==> config.mk <==
export PLATFORM = sky130hd
export DESIGN_NAME = sram1024x18_port_ctrl
export DESIGN_NICKNAME = d
export VERILOG_FILES = /design/src/rtl/sram1024x18_port_ctrl.sv
export SDC_FILE = /design/constraint.sdc
export NUM_CORES = 1
export LEC_CHECK = 0
export BUFFER_PORTS_ARGS = -buffer_cell sky130_fd_sc_hd__buf_2
export CAP_MARGIN = 20
export CELL_PAD_IN_SITES_DETAIL_PLACEMENT = 0
export CELL_PAD_IN_SITES_GLOBAL_PLACEMENT = 2
export CORE_MARGIN = 2
export CORE_UTILIZATION = 37
export CTS_CLUSTER_SIZE = 40
export DETAILED_ROUTE_END_ITERATION = 8
export PLACE_DENSITY_LB_ADDON = 0.12
export SYNTH_ARGS = -nofsm -noshare
export SYNTH_HDL_FRONTEND = slang
export SYNTH_SLANG_ARGS = --single-unit
==> constraint.sdc <==
create_clock -name clk -period 2.6 [get_ports clk]
set_input_delay 0.26 -clock clk [delete_from_list [all_inputs] [get_ports clk]]
set_output_delay 0.26 -clock clk [all_outputs]
set_load 0.1 [all_outputs]
==> src/rtl/sram1024x18_port_ctrl.sv <==
// Single-port initiator controller for the 1024x18 SRAM macro.
// Turns a valid/ready request stream into registered SRAM pin activity.
// Read data comes back through a credit-protected FWFT response FIFO.
module sram1024x18_port_ctrl #(
  parameter int AW        = 10,
  parameter int DW        = 18,
  parameter int RSP_DEPTH = 4
) (
  input  logic          clk,
  input  logic          rst_n,
  input  logic          req_valid,
  output logic          req_ready,
  input  logic          req_we,
  input  logic [AW-1:0] req_addr,
  input  logic [1:0]    req_be,
  input  logic [DW-1:0] req_wdata,
  output logic          rsp_valid,
  input  logic          rsp_ready,
  output logic [DW-1:0] rsp_rdata,
  output logic          busy,
  output logic          sram_cen,
  output logic          sram_wen,
  output logic [AW-1:0] sram_addr,
  output logic [DW-1:0] sram_wmsk,
  output logic [DW-1:0] sram_wdata,
  input  logic [DW-1:0] sram_rdata
);

  localparam int CW = $clog2(RSP_DEPTH + 1);
  localparam int PW = (RSP_DEPTH > 1) ? $clog2(RSP_DEPTH) : 1;
  localparam int LW = DW / 2;

  // rd_pipe[1]: read on the pins this cycle; rd_pipe[2]: its data is on sram_rdata
  logic [2:1]    rd_pipe;
  logic [CW-1:0] inflight;
  logic [CW-1:0] fifo_count;
  logic [DW-1:0] fifo_mem [RSP_DEPTH];
  logic [PW-1:0] wr_ptr, rd_ptr;
  logic          accept, acc_rd, acc_wr, push, pop;

  // Credits cover both in-flight reads and queued responses, so a push
  // can never land on a full FIFO.
  assign inflight  = CW'(rd_pipe[1]) + CW'(rd_pipe[2]);
  assign req_ready = ({1'b0, inflight} + {1'b0, fifo_count}) < (CW+1)'(RSP_DEPTH);
  assign accept    = req_valid && req_ready;
  assign acc_rd    = accept && !req_we;
  // A write with no lanes enabled is accepted but never touches the RAM.
  assign acc_wr    = accept && req_we && (req_be != 2'b00);
  assign push      = rd_pipe[2];
  assign rsp_valid = (fifo_count != '0);
  assign pop       = rsp_valid && rsp_ready;
  assign rsp_rdata = fifo_mem[rd_ptr];
  assign busy      = (inflight != '0) || (fifo_count != '0);

  function automatic logic [PW-1:0] ptr_inc(input logic [PW-1:0] p);
    return (p == PW'(RSP_DEPTH - 1)) ? '0 : p + 1'b1;
  endfunction

  // Drive SRAM pins one cycle after accept; addr/wdata/wmsk hold when idle.
  always_ff @(posedge clk or negedge rst_n) begin
    if (!rst_n) begin
      sram_cen   <= 1'b1;
      sram_wen   <= 1'b1;
      sram_addr  <= '0;
      sram_wmsk  <= '1;
      sram_wdata <= '0;
    end else begin
      sram_cen <= 1'b1;
      sram_wen <= 1'b1;
      if (acc_rd) begin
        sram_cen  <= 1'b0;
        sram_addr <= req_addr;
        sram_wmsk <= '1;
      end else if (acc_wr) begin
        sram_cen   <= 1'b0;
        sram_wen   <= 1'b0;
        sram_addr  <= req_addr;
        sram_wdata <= req_wdata;
        sram_wmsk  <= ~{{LW{req_be[1]}}, {LW{req_be[0]}}};
      end
    end
  end

  // Track issued reads so rdata is captured exactly two cycles after accept.
  always_ff @(posedge clk or negedge rst_n) begin
    if (!rst_n) begin
      rd_pipe <= '0;
    end else begin
      rd_pipe[1] <= acc_rd;
      rd_pipe[2] <= rd_pipe[1];
    end
  end

  // Response FIFO, first-word-fall-through; push and pop may coincide.
  always_ff @(posedge clk or negedge rst_n) begin
    if (!rst_n) begin
      wr_ptr     <= '0;
      rd_ptr     <= '0;
      fifo_count <= '0;
      for (int i = 0; i < RSP_DEPTH; i++) fifo_mem[i] <= '0;
    end else begin
      if (push) begin
        fifo_mem[wr_ptr] <= sram_rdata;
        wr_ptr           <= ptr_inc(wr_ptr);
      end
      if (pop) rd_ptr <= ptr_inc(rd_ptr);
      case ({push, pop})
        2'b10:   fifo_count <= fifo_count + 1'b1;
        2'b01:   fifo_count <= fifo_count - 1'b1;
        default: fifo_count <= fifo_count;
      endcase
    end
  end

endmodule

==> results by group <==
Status
  – Status: completed

Floorplan
  – # rows: 42
  – Chip height: 120 um
  – Initial cell density of the core: 37.7%
  – Total die area: 0.0144 mm^2
  – # IOs: 122
  – Floorplan core area: 0.0132 mm^2
  – Die width: 120 um

Drt
  – Routed length per instance: 15.8 um
  – Overall via count from detail_route: approximately 2900
  – First drt pass iteration count: 4
  – Number of vias per cell after detailed routing: roughly 4.7
  – Iter 0 DRT Violations: 122
  – Antenna-violating nets left: 0
  – Routed wire length: a little under 10000 um
  – DRC errors left: 0

STA
  – Slew at the pin closest to its max-slew limit: 502 ps
  – Final period demand of the worst path: 2420 ps
  – Final count of hold timing violations: 0
  – Max Clock Freq: 414 MHz
  – Max-slew violation count: 0
  – Final hold slack: 85.7 ps
  – RSZ-0062 raised after global routing: no
  – Count of endpoints failing setup in the final report: 0
  – Worst Clk Skew: 7.93 ps
  – Worst slew margin: 66.8%
  – Final Cycle Share: between 90% and 100%

Global route
  – GRT Residual Overflow: 0
  – Via count of the first global-routing pass: 3126
  – Grt met2 use: between 20% and 30%
  – Most used routing layer: met2
  – Pin count of the biggest net entering global routing: 57
  – Global-route met1 utilization: 18.2%
  – Global router's overall resource usage: 15.1%
  – Number of antenna violations at the first check in global routing: 0
  – Met3 demand-to-capacity share in global routing: 6.32%
  – Wire length of the first global-routing pass: 16100 um

Layout
  – Final-stage net count: 495
  – Ratio of cells with drive above 1 in the final layout: about two thirds
  – Diode insertion count for antenna repair: 0
  – Area delta synth->final: 27.8%
  – Final instance count without filler cells: 621
  – Fraction of the core area covered by cells at the end of the flow: 48.2%

CTS
  – Worst skew pair latency: between 400 and 500 ps
  – TritonCTS Sinks: 113
  – Maximum number of buffers from clock root to sink: 2
  – Clock transition at the register clock pins on the worst setup and hold paths after CTS: 50 ps
  – Total number of H-tree levels: 4
  – CTS tree: built
  – Clk Tree Root Cell: sky130_fd_sc_hd__clkbuf_16
  – Total clock buffers created by CTS: 17

Logic synthesis
  – Library cell with the largest summed area after synthesis: sky130_fd_sc_hd__dfrtp_1
  – Most common library cells after synthesis: sky130_fd_sc_hd__dfrtp_1, sky130_fd_sc_hd__mux2_2, sky130_fd_sc_hd__mux4_2, sky130_fd_sc_hd__buf_4, sky130_fd_sc_hd__inv_1
  – Synthesized area: 0.00497 mm^2
  – Top-count cell post-synth: sky130_fd_sc_hd__dfrtp_1
  – Predominant post-synthesis flop cell: sky130_fd_sc_hd__dfrtp_1
  – Synth cell types: 29
  – Post-synthesis area per instance: 16.1 um^2
  – Synthesis-stage register bit count: 113
  – Top area cells in the synthesized netlist: sky130_fd_sc_hd__dfrtp_1, sky130_fd_sc_hd__mux2_2, sky130_fd_sc_hd__mux4_2
  – Top-area cell type share of the netlist area: 54.9%
  – Number of nets produced by synthesis: between 300 and 400
  – Fraction of the yosys area taken by sequential cells: a little under three fifths
  – Number of flops mapped to enable cells by yosys: 0
  – Async S/R FF share, synth: 100%
  – Warnings from Yosys: 0
  – Number of instances in the synthesized netlist: 308

Setup path
  – R2R setup slack: 270 ps
  – Arrival time worst endpoint: 2160 ps
  – Worst flop-to-flop path startpoint: rd_pipe[2]
  – Required @ worst endpoint: 2340 ps
  – Element type at the critical path start: flip-flop
  – Crit path capture: req_ready
  – Launch point of the worst path: rd_pipe[2]
  – Path type of the worst setup path: reg -> out
  – Reg-to-reg endpoint: sram_wdata[13]
  – Largest driver fanout on the critical path: 9
  – CP Capture Type: output port
  – Logic depth of the worst register-to-register path: 6

Run
  – Max-cap violations: 0

Min path
  – Path type of the worst min-delay path: in -> reg

Place
  – Placed cells: 588
  – DP Wirelength: 6630 um
  – Number of port buffers: between 100 and 150
  – Weighted congestion reported at the end of routability-driven placement: 0.694
[layout by cell type (no fill, tap or decap), types with 6 or more instances in the layout]
master,Yosys,layout
sky130_fd_sc_hd__buf_2,6,119
sky130_fd_sc_hd__buf_4,16,8
sky130_fd_sc_hd__clkbuf_16,0,17
sky130_fd_sc_hd__clkbuf_8,0,6
sky130_fd_sc_hd__dfrtp_1,109,109
sky130_fd_sc_hd__ha_1,9,6
sky130_fd_sc_hd__inv_1,10,9
sky130_fd_sc_hd__mux2_2,92,92
sky130_fd_sc_hd__mux2_4,9,9
sky130_fd_sc_hd__mux4_2,18,18
sky130_fd_sc_hd__nand2_1,7,7
[how the worst min path moves through the flow]
stage,slack [ps],endpoint,start,cells after the start
floorplan,-40,fifo_count[0],rst_n,0
global placement,240,fifo_mem[53],rst_n,1
detailed placement,240,fifo_mem[53],rst_n,1
CTS,60,sram_wdata[16],req_wdata[16],2
global route,70,sram_addr[6],req_addr[6],2
finish,90,sram_wdata[16],req_wdata[16],2
[flip-flops by register name, indices dropped and copies added (netlist names)]
| register | cells |
|---|---|
| rd_ptr | 2 |
| fifo_count | 3 |
| rd_pipe | 2 |
| sram_wmsk | 2 |
| sram_cen | 1 |
| fifo_mem | 72 |
| sram_wen | 1 |
| wr_ptr | 2 |
| sram_wdata | 18 |
| sram_addr | 10 |
[critical path, stage by stage, from the launching register on]
cell and delay, ps:
sky130_fd_sc_hd__dfrtp_1 530, sky130_fd_sc_hd__ha_2 270, sky130_fd_sc_hd__ha_4 200, sky130_fd_sc_hd__a311oi_4 460, sky130_fd_sc_hd__buf_6 300
[per-layer routing]
| metal | part of all wire [%] | vias up | routed length [um] |
|---|---|---|---|
| met4 | 1.3 | 0 | 125 |
| met1 | 42 | 1472 | 4140 |
| met3 | 7.3 | 12 | 715 |
| met2 | 49 | 90 | 4830 |
| li1 | - | 1348 | - |
| met5 | 0 | - | 0 |
[final cells by class]
type | instances | area (um^2)
clock buffers | 27 | 523
clock inverters | 5 | 50.0
fillers | 1183 | 6840
inverters | 10 | 40.0
multi-input cells | 158 | 1950
flip-flops and latches | 113 | 2830
well taps | 176 | 220
repair buffers | 132 | 737
[through the flow]
step                      setup slack, ps  TNS [ps]  area [um^2]
after detailed placement              285         0         5760
final                                 182         0         6350
after CTS                            88.3         0         6350
after global routing                 58.3         0         6350
after floorplan                      -391     -7400         5010
after global placement                334         0         5760
[kinds of logic (layout without fill, tap and decap cells)]
family          Yosys count  in the layout  synth area share, %
fa+ha+maj                10             10                 2.67
xor+xnor                  3              3                0.529
simple gates             15             15                 1.31
mux                     121            121                 32.2
compound gates            9              9                 2.04
buf+inv                  37            174                 4.31
flops                   113            113                 57.0
[repair_timing]
action / in CTS / in global routing
hold buffers: 1 / 0
buffers inserted: 0 / 0
endpoints found under the hold margin: 29 / 0
resized for setup: 1 / 1
endpoints found under the setup margin: 1 / 1
pin swaps: 0 / 0
Power is left out: the tool's default activity adds up to more than one toggle a clock period on the data nets, which glitch-free logic cannot reach.
